[src/rtl/mem_wr_arbiter.sv]
// Two-requester store arbiter for the shared DMEM/IMEM write port.
// CPU (port 0) wins by default; a starvation counter forces a DMA (port 1) grant after MAX_WAIT refusals.
module mem_wr_arbiter #(
    parameter int ADDR_W   = 14,
    parameter int MAX_WAIT = 8
) (
    input  logic              clk,
    input  logic              rst_n,
    input  logic              cpu_valid,
    output logic              cpu_ready,
    input  logic [31:0]       cpu_addr,
    input  logic [31:0]       cpu_wdata,
    input  logic [2:0]        cpu_funct3,
    input  logic              dma_valid,
    output logic              dma_ready,
    input  logic [31:0]       dma_addr,
    input  logic [31:0]       dma_wdata,
    input  logic [2:0]        dma_funct3,
    input  logic              imem_wr_allow,
    output logic [ADDR_W-1:0] mem_addr,
    output logic [31:0]       mem_din,
    output logic [3:0]        dmem_we,
    output logic [3:0]        imem_wea,
    output logic              wr_src,
    output logic              err_valid,
    output logic              err_src
);

    localparam int CNT_W = $clog2(MAX_WAIT + 1);

    // Handshake: a request is taken in the cycle where valid & ready are both high.
    // Ready never depends on the same requester's own valid, and both readies are low in reset.
    logic [CNT_W-1:0]  r_wait_cnt;
    logic              w_force;
    logic              w_cpu_hs;
    logic              w_dma_hs;
    logic              w_hs;
    logic              w_sel_dma;
    logic [31:0]       w_addr;
    logic [31:0]       w_wdata;
    logic [2:0]        w_funct3;
    logic [1:0]        w_off;
    logic [3:0]        w_be;
    logic              w_illegal;
    logic              w_dmem_hit;
    logic              w_imem_hit;
    logic              w_unused;

    logic [ADDR_W-1:0] r_mem_addr;
    logic [31:0]       r_mem_din;
    logic [3:0]        r_dmem_we;
    logic [3:0]        r_imem_wea;
    logic              r_wr_src;
    logic              r_err_valid;
    logic              r_err_src;

    assign w_force   = (r_wait_cnt == CNT_W'(MAX_WAIT));
    assign cpu_ready = rst_n & ~(w_force & dma_valid);
    assign dma_ready = rst_n & (~cpu_valid | w_force);
    assign w_cpu_hs  = cpu_valid & cpu_ready;
    assign w_dma_hs  = dma_valid & dma_ready;
    assign w_hs      = w_cpu_hs | w_dma_hs;
    assign w_sel_dma = w_dma_hs;

    assign w_addr   = w_sel_dma ? dma_addr   : cpu_addr;
    assign w_wdata  = w_sel_dma ? dma_wdata  : cpu_wdata;
    assign w_funct3 = w_sel_dma ? dma_funct3 : cpu_funct3;
    assign w_off    = w_addr[1:0];

    always_comb begin
        w_be      = 4'b0000;
        w_illegal = 1'b0;
        case (w_funct3)
            3'b000: w_be = 4'b0001 << w_off;
            3'b001: begin
                if (w_off[0]) w_illegal = 1'b1;
                else          w_be = w_off[1] ? 4'b1100 : 4'b0011;
            end
            3'b010: begin
                if (w_off != 2'b00) w_illegal = 1'b1;
                else                w_be = 4'b1111;
            end
            default: w_illegal = 1'b1;
        endcase
    end

    // Region 3 aliases both memories; the IMEM half is silently masked when writes are locked.
    assign w_dmem_hit = (w_addr[31:28] == 4'h1) || (w_addr[31:28] == 4'h3);
    assign w_imem_hit = ((w_addr[31:28] == 4'h2) || (w_addr[31:28] == 4'h3)) & imem_wr_allow;

    assign w_unused = ^{w_addr};

    always_ff @(posedge clk) begin
        if (!rst_n) begin
            r_wait_cnt <= '0;
        end else if (!dma_valid || w_dma_hs) begin
            r_wait_cnt <= '0;
        end else if (!w_force) begin
            r_wait_cnt <= r_wait_cnt + CNT_W'(1);
        end
    end

    always_ff @(posedge clk) begin
        if (!rst_n) begin
            r_mem_addr  <= '0;
            r_mem_din   <= '0;
            r_dmem_we   <= '0;
            r_imem_wea  <= '0;
            r_wr_src    <= 1'b0;
            r_err_valid <= 1'b0;
            r_err_src   <= 1'b0;
        end else begin
            r_dmem_we   <= (w_hs && !w_illegal && w_dmem_hit) ? w_be : 4'b0000;
            r_imem_wea  <= (w_hs && !w_illegal && w_imem_hit) ? w_be : 4'b0000;
            r_err_valid <= w_hs & w_illegal;
            if (w_hs) begin
                r_mem_addr <= w_addr[ADDR_W+1:2];
                r_mem_din  <= w_wdata << {w_off, 3'b000};
                r_wr_src   <= w_sel_dma;
                r_err_src  <= w_sel_dma;
            end
        end
    end

    assign mem_addr  = r_mem_addr;
    assign mem_din   = r_mem_din;
    assign dmem_we   = r_dmem_we;
    assign imem_wea  = r_imem_wea;
    assign wr_src    = r_wr_src;
    assign err_valid = r_err_valid;
    assign err_src   = r_err_src;

endmodule

[config.mk]
export PLATFORM = sky130hd
export DESIGN_NAME = mem_wr_arbiter
export DESIGN_NICKNAME = d
export VERILOG_FILES = /design/src/rtl/mem_wr_arbiter.sv
export SDC_FILE = /design/constraint.sdc
export NUM_CORES = 1
export LEC_CHECK = 0
export BUFFER_PORTS_ARGS = -buffer_cell sky130_fd_sc_hd__clkbuf_2
export CORE_UTILIZATION = 25
export DETAILED_ROUTE_END_ITERATION = 8
export PLACE_DENSITY = 0.47
export SLEW_MARGIN = 25
export SYNTH_ARGS = -nofsm -noshare
export SYNTH_HDL_FRONTEND = slang
export SYNTH_SLANG_ARGS = --single-unit
[constraint.sdc]
create_clock -name clk -period 1.85 [get_ports clk]
set_input_delay 0.2775 -clock clk [delete_from_list [all_inputs] [get_ports clk]]
set_output_delay 0.2775 -clock clk [all_outputs]
set_load 0.05 [all_outputs]
Yosys cells after proc, flatten, opt, wreduce, memory -nomap -nowiden
Cells that the tools add are included.
Word-level totals
  bits in registers: 60
  bits of input ports: 139
  output and inout port bits: 59
  logic and storage cells: 51
Cells by class
  add/subtract/negate cells: 1
  equality and inequality tests: 6
  shifts and indexed selects: 2
  mux-type cells: 10
  bitwise operators: 12
  reductions and logical operators: 13
Operators with widths (count)
  two-way mux 32 bit: 2
  left shift 32 x 5 -> 32 bit: 1
  two-way mux 4 bit: 3
  case mux 4 bit (3 select lines): 1
  equality test 4 x 2 -> 1 bit, second input constant: 2
  bitwise AND 1 bit: 7
  adder 4 x 1 -> 4 bit, second input constant: 1
  equality test 4 x 1 -> 1 bit, second input constant: 1
  equality test 4 bit, second input constant: 1
  AND reduction 2 bit: 2
  left shift 1 x 2 -> 4 bit, first input constant: 1
  equality test 3 x 1 -> 1 bit, second input constant: 1
  equality test 3 x 2 -> 1 bit, second input constant: 1
  logical AND 1 bit: 3
  logical NOT 3 bit: 1
  logical OR 1 bit: 3
  two-way mux 3 bit: 1
  inverter 1 bit: 3
  case mux 1 bit (3 select lines): 1
  logical NOT 1 bit: 2
  two-way mux 1 bit: 2
  OR 1 bit: 2
  nonzero test 2 bit: 1
  OR reduction 2 bit: 1

Longest topological paths before layout
Gate-level depths: netlist of the first run.
  depth after elaboration: 12
  gate-level depth with buffers: 9
  depth with buffers taken out: 6

Worst setup path after synthesis of the first run
OpenSTA, ideal clock, no wires.
  kind: reg2out
  from: register r_wait_cnt[0]
  to: output port dma_ready
  data arrival time: 1806 ps
  required time: 1572 ps
  setup slack: -233 ps
  cell stages (with the launch flop): 5
  buffers on the path: 0
  cells stage by stage: dfxtp_1 > inv_1 > ha_1 > nand3b_4 > a21boi_0
On the way
  longest elaborated chain between the ends: 3
Ends and longest elaborated chain
  start, declared: line 33  | logic [CNT_W-1:0] r_wait_cnt;
  start signal, assigned: line 99  | r_wait_cnt <= r_wait_cnt + CNT_W'(1);
  equality test 4 bit: line 57  | assign w_force = (r_wait_cnt == CNT_W'(MAX_WAIT));
  OR 1 bit: line 59  | assign dma_ready = rst_n & (~cpu_valid | w_force);
  bitwise AND 1 bit: line 59
  end, declared: line 15  | output logic dma_ready,
No other way between the ends.

Worst setup path in the final report of the first run
  from: register r_wait_cnt[1]
  to: output port cpu_ready
On the way
  longest elaborated chain between the ends: 4
Ends and longest elaborated chain
  equality test 4 bit: line 57
  bitwise AND 1 bit: line 58  | assign cpu_ready = rst_n & ~(w_force & dma_valid);
  inverter 1 bit: line 58
  bitwise AND 1 bit: line 58
  end, declared: line 10  | output logic cpu_ready,
No other way between the ends.

==> metrics.yaml, run 1 <==
timing:
  clock_skew_ns: 0.00597
  rsz0062_at_grt: "true"
  fin_crit_sh_pct: 96.2
  fin_crit_ns: 1.78
  setup_slack_ns: 0.0699
  max_clock_freq_mhz: 562
  slew_headroom_pct: 72.9
  slew_violations: 0
  tightest_slew_ns: 0.395
  final-setup-viol-count: 0
  finalHoldViolations: 0
clock_network:
  cts_buffer_depth: 2
  ctsHoldBuffers: 0
  worstSkewPairLatency_ns: 0.33
  cts_buffers: 9
  cts_tree: "built"
  htreeDepth: 3
  path_clk_slew_ns: 0.05
  root_buffer: "clkbuf_16"
  clock-sinks: 60
drt:
  firstDrtPassIters: 4
  totalWireLength_um: 11700
  drc: 0
  vias_per_cell: 4.76
  via_count: 3576
  drtIter0Drc: 144
  ant_nets: 0
  wl_per_cell_um: 15.5
place:
  port_buffers: 173
  gp_congestion: 0.791
  dp_cells: 730
  placed_area_sq_um: 4660
  post-dp-hpwl_um: 8750
  place_ws_ns: 0.0226
grt:
  grt_pass1_wl_um: 17500
  grt_pass1_vias: 3371
  grtUsageTotal_pct: 15.7
  grt_max_degree: 48
  grt_overflow_total: 0
  antenna_found_initial: 0
yosys:
  synthTopCellsByArea: "dfxtp_1 (34%), mux2_2 (12%), mux2i_1 (12%)"
  synthCells: 394
  yosysWarnings: 0
  yosys.cell_types.count: 44
  synth_nets: 535
  synth.largest_area_cell: "dfxtp_1"
  avgSynthCellArea_sq_um: 9.02
  seq_area_frac_synth_pct: 33.8
  netlist_area_sq_um: 3550
  synth-seq-cells: 60
  synth_top_area_share_pct: 33.8
finish:
  utilization_pct: 36.8
  syn_to_final_growth_pct: 43.7
  nNetsFinal: 707
  n_antenna_cell: 0
  mostFrequentLayoutCells: "clkbuf_2 (171), dfxtp_1 (60), nand2_1 (59)"
  layout_commonest_cell: "clkbuf_2"
  fin_cells: 751
  drive_above_1_share_pct: 47.3
  final_cell_area_sq_um: 5110
min_path:
  min_from: "dma_addr[5]"
  hold_path_class: "input port to flip-flop"
setup_path:
  endpoint_kind: "output port"
  cp-startpoint: "r_wait_cnt[1]$_SDFFE_PP0P_"
  crit_fanout: 5
  critical_path_class: "flip-flop to output port"
  start_kind: "flip-flop"
  r2r_start: "r_wait_cnt[1]$_SDFFE_PP0P_"
  crit_required_ns: 1.57
  cp.arrival_ns: 1.50
run:
  maxCapViolCount: 0
power:
  finalPower_mw: 4.28
  power_density_nw_per_um2: 838
  leakagePower_nw: 2.41
  max-vdd-ir-drop_mv: 0.380
floorplan:
  core_sq_um: 13900
  die_h_um: 121
  start_util_pct: 25.6
  pin_count: 198
  die-area_sq_um: 14700
  num_rows: 43
  die_w_um: 121
run_status:
  status: "complete, no violations"
==> critical path, stage by stage, from the launching register on <==
cell	delay (ns)
dfxtp_1	0.32
inv_1	0.06
ha_2	0.18
nand3b_4	0.09
buf_4	0.16
o21a_1	0.16
buf_2	0.20
==> worst paths after layout <==
path                                                 end  slack, ns  cells after the start
worst max-delay path                           cpu_ready       0.07                      6
worst min-delay path            mem_addr[3]$_SDFFE_PN0P_       0.24                      3
worst max register to register  mem_din[29]$_SDFFE_PN0P_       0.09                      8
worst min register to register  mem_addr[7]$_SDFFE_PN0P_       0.45                      2
==> cell families (layout without fill, tap and decap cells) <==
family / count (synthesis) / count (layout) / share of synthesized area, %
buffers and inverters: 43 / 220 / 6.06
XOR/XNOR: 4 / 4 / 0.986
adder cells (fa/ha/maj): 2 / 2 / 0.704
flip-flops: 60 / 60 / 33.8
AO/OA/AOI/OAI: 73 / 73 / 14.8
AND/OR/NAND/NOR: 126 / 126 / 17.0
multiplexers: 86 / 86 / 26.7
==> flip-flops by register name (all words and copies together) (netlist names) <==
register / flops
dmem_we: 4
err_src: 1
err_valid: 1
imem_wea: 4
mem_addr: 14
mem_din: 32
r_wait_cnt: 4
==> Yosys cell counts (all sizes together) <==
| cell type | n |
|---|---|
| a2111oi | 2 |
| a211oi | 4 |
| a21boi | 1 |
| a21o | 1 |
| a21oi | 4 |
| a311oi | 1 |
| a32o | 8 |
| and3 | 1 |
| buf | 23 |
| clkbuf | 13 |
| dfxtp | 60 |
| ha | 2 |
| inv | 7 |
| mux2 | 42 |
| mux2i | 44 |
| nand2 | 59 |
| nand2b | 2 |
| nand3 | 33 |
| nand3b | 3 |
| nand4 | 1 |
| nor2 | 11 |
| nor2b | 1 |
| nor3 | 8 |
| nor3b | 3 |
| nor4bb | 1 |
| o2111ai | 17 |
| o211a | 1 |
| o211ai | 4 |
| o21a | 3 |
| o21ai | 25 |
| o22ai | 2 |
| or3b | 3 |
| xnor2 | 1 |
| xor2 | 3 |
==> metal layers <==
metal / wire (um) / GRT usage (%)
met5: 0 / 0
met4: 198 / 6.94
met3: 790 / 3.24
met2: 5250 / 25.1
met1: 5420 / 20.2
==> stage by stage <==
step	setup TNS [ns]	hold slack [ns]
2_1_floorplan	0	0.430
3_3_place_gp	0	0.439
3_5_place_dp	0	0.445
4_1_cts	0	0.231
5_1_grt	-0.00328	0.240
6_report	0	0.239
==> power by group <==
part	switching (mW)	internal (mW)
logic	0.620	0.367
clock network	0.582	1.29
registers	0.0442	1.37
==> layout make-up <==
| type | instances | area, sq um |
|---|---|---|
| Tap cell | 180 | 225 |
| Sequential cell | 60 | 1200 |
| Timing Repair Buffer | 197 | 1150 |
| Fill cell | 1460 | 8770 |
| Multi-Input combinational cell | 291 | 2170 |
| Clock inverter | 3 | 67.6 |
| Inverter | 7 | 26.3 |
| Clock buffer | 13 | 270 |
==> what timing repair did <==
action                                  4_1_cts  5_1_grt
cloned                                        0        1
endpoints found under the setup margin        1       28
resized for setup                             1        8
setup buffers                                 0        4
pin swaps                                     0        0
Power figures use the tool's default switching activity.
==> run 2: changes to the inputs <==
--- a/config.mk
+++ b/config.mk
@@ -5,10 +5,11 @@
 export SDC_FILE = /design/constraint.sdc
 export NUM_CORES = 1
 export LEC_CHECK = 0
+export ABC_AREA = 1
 export BUFFER_PORTS_ARGS = -buffer_cell sky130_fd_sc_hd__clkbuf_2
 export CORE_UTILIZATION = 25
 export DETAILED_ROUTE_END_ITERATION = 8
-export PLACE_DENSITY = 0.47
+export PLACE_DENSITY = 0.48
 export SLEW_MARGIN = 25
 export SYNTH_ARGS = -nofsm -noshare
 export SYNTH_HDL_FRONTEND = slang
==> metrics.yaml, run 2 <==
run_status:
  status: "complete, but fails checks"  # was complete, no violations
  violations: "setup timing"
setup_path:
  endpoint_kind: "flip-flop"  # was output port
  crit_fanout: 8  # was 5
  cp.arrival_ns: 2.16  # was 1.50 ns
  start_kind: "flip-flop"  # unchanged
  critical_path_class: "flip-flop to flip-flop"  # was flip-flop to output port
  crit_required_ns: 2.12  # was 1.57 ns
place:
  gp_congestion: 0.775  # was 0.791
  post-dp-hpwl_um: 9120  # was 8750 um
  port_buffers: 173  # unchanged
  dp_cells: 860  # was 730
yosys:
  synthArstFlopShare_pct: 0  # unchanged
  synthCells: 504  # was 394
  seq_area_frac_synth_pct: 36.4  # was 33.8%
  netlist_area_sq_um: 3300  # was 3550 sq um
  synth_ff_type: "dfxtp_1"  # unchanged
  synth_top_area_share_pct: 36.4  # was 33.8%
  avgSynthCellArea_sq_um: 6.54  # was 9.02 sq um
  synth_common_cells: "nand2_1 (192), nor2_1 (71), dfxtp_1 (60)"  # was dfxtp_1 (60), nand2_1 (59), mux2i_1 (41)
  yosysMostFrequentCell: "nand2_1"  # was dfxtp_1
  yosysWarnings: 0  # unchanged
  synth-seq-cells: 60  # unchanged
  synthTopCellsByArea: "dfxtp_1 (36%), nand2_1 (22%), nor2_1 (8.1%)"  # was dfxtp_1 (34%), mux2_2 (12%), mux2i_1 (12%)
  synth.largest_area_cell: "dfxtp_1"  # unchanged
  yosys.cell_types.count: 31  # was 44
  synth-edff-count: 0  # unchanged
  synth_nets: 645  # was 535
drt:
  vias_per_cell: 4.43  # was 4.76
  totalWireLength_um: 11900  # was 11700 um
  firstDrtPassIters: 4  # unchanged
  via_count: 3956  # was 3576
  ant_nets: 0  # unchanged
  drtIter0Drc: 89  # was 144
  wl_per_cell_um: 13.4  # was 15.5 um
  drc: 0  # unchanged
timing:
  finalHoldViolations: 0  # unchanged
  rsz0062_at_grt: "true"  # unchanged
  slew_violations: 0  # unchanged
  max_clock_freq_mhz: 530  # was 562 MHz
  clock_skew_ns: 0.00528  # was 0.00597 ns
  final-setup-viol-count: 22  # was 0
  fin_crit_sh_pct: 102  # was 96.2%
  tightest_slew_ns: 0.318  # was 0.395 ns
  fin_setup_tns_ns: -0.347  # was 0 ns
  slew_headroom_pct: 78.9  # was 72.9%
  hold_slack_ns: 0.214  # was 0.239 ns
  fin_crit_ns: 1.89  # was 1.78 ns
  setup_slack_ns: -0.0366  # was 0.0699 ns
finish:
  register_area_sq_um: 1200  # about the same
  fin_cells: 892  # was 751
  drive_above_1_share_pct: 43.6  # was 47.3%
  multi_input_area_sq_um: 2040  # was 2170 sq um
  utilization_pct: 41.0  # was 36.8%
  nNetsFinal: 857  # was 707
  n_antenna_cell: 0  # unchanged
  nFillCells: 1428  # was 1460
  largest_reg_flops: 32  # unchanged
  layout_commonest_cell: "nand2_1"  # was clkbuf_2
  mostFrequentLayoutCells: "nand2_1 (176), clkbuf_2 (173), nor2_1 (61)"  # was clkbuf_2 (171), dfxtp_1 (60), nand2_1 (59)
  syn_to_final_growth_pct: 58.3  # was 43.7%
min_path:
  hold_path_class: "input port to flip-flop"  # unchanged
grt:
  grt_max_degree: 36  # was 48
  grt_pass1_wl_um: 18100  # was 17500 um
  grtUsageTotal_pct: 17.8  # was 15.7%
  antenna_found_initial: 0  # unchanged
  grt_pass1_vias: 3752  # was 3371
  grt_overflow_total: 0  # unchanged
power:
  max-vdd-ir-drop_mv: 0.482  # was 0.380 mV
  leakagePower_nw: 2.69  # was 2.41 nW
  finalPower_mw: 4.17  # was 4.28 mW
  power_density_nw_per_um2: 800  # was 838 nW/um^2
floorplan:
  start_util_pct: 25.9  # was 25.6%
  die-area_sq_um: 13600  # was 14700 sq um
  die_w_um: 117  # was 121 um
  pin_count: 198  # unchanged
  core_sq_um: 12700  # was 13900 sq um
  die_h_um: 117  # was 121 um
  num_rows: 41  # was 43
run:
  maxCapViolCount: 0  # unchanged
clock_network:
  worstSkewPairLatency_ns: 0.33  # about the same
  cts_buffer_depth: 2  # unchanged
  clock-sinks: 60  # unchanged
  root_buffer: "clkbuf_16"  # unchanged
  cts_buffers: 9  # unchanged
  htreeDepth: 3  # unchanged
  cts_tree: "built"  # unchanged
  path_clk_slew_ns: 0.05  # about the same
## run 2: cell types whose count changed after synthesis, moves of 7 or more
cell / delta
buf_2: -8
nand3_1: -8
nor2_1: +62
a32o_1: -8
inv_1: +16
mux2i_1: -41
a22o_1: +7
mux2_2: -38
o21ai_1: +19
o2111ai_1: -17
o21ai_0: +13
nand2_1: +133
o31ai_2: +9
## run 2: cell type report
class,instances,area share (%)
tap,172,4.13
multi-input combinational,391,39.0
sequential,60,23.1
inverter,29,2.42
timing repair buffer,225,25.9
clock buffer,13,4.80
clock inverter,2,0.672
## run 2: path summary, 6_finish.rpt
path	start	end	slack, ns	cells past startpoint
setup / recovery	r_wait_cnt[0]$_SDFFE_PP0P_	mem_din[26]$_SDFFE_PN0P_	-0.04	13
hold reg to reg	mem_din[17]$_SDFFE_PN0P_	mem_din[17]$_SDFFE_PN0P_	0.45	2
hold / removal	dma_addr[15]	mem_addr[13]$_SDFFE_PN0P_	0.21	3
setup reg to reg	r_wait_cnt[0]$_SDFFE_PP0P_	mem_din[26]$_SDFFE_PN0P_	-0.04	13
## run 2: critical path, stage by stage, from the launching register on
cell      delay (ns)
dfxtp_2         0.32
inv_2           0.06
ha_4            0.14
nand3_4         0.07
nand2_4         0.08
nand2_4         0.07
buf_6           0.13
o21ai_4         0.21
clkinv_4        0.18
nor2_4          0.27
nand2_1         0.10
nand3_1         0.08
nor2_1          0.05
nor2_1          0.07
## run 2: metrics by stage
stage          area [sq um]  worst slack (ns)
2_1_floorplan          3300            0.0319
3_3_place_gp           4520            -0.139
3_5_place_dp           4520            -0.182
4_1_cts                4970          -0.00459
5_1_grt                5220            -0.135
6_report               5220           -0.0366
## run 2: what timing repair did
item	4_1_cts	5_1_grt
endpoints found under the setup margin	40	38
buffers inserted	8	7
cloned	1	1
hold buffers	0	0
pin swaps	18	36
resized for setup	22	50
## run 2: cells by family after synthesis
| family | count (synthesis) | share of synthesized area, % |
|---|---|---|
| xor gates and xnor gates | 2 | 0.532 |
| adders and majority gates | 2 | 0.759 |
| and+or+nand+nor | 308 | 38.7 |
| DFF | 60 | 36.4 |
| AOI/OAI and AO/OA | 77 | 15.0 |
| buffers and inverters | 55 | 8.54 |
## run 2: metal layers
layer  track usage (%)  share of wire (%)
met1              20.4                 42
met2              31.3                 49
met4              5.06               0.97
met3              6.13                7.5
met5                 0                  0
## run 2: power breakdown
group	internal (mW)	switching (mW)
Combinational	0.402	0.738
Sequential	1.37	0.0400
Clock	1.07	0.553
Total	2.84	1.33
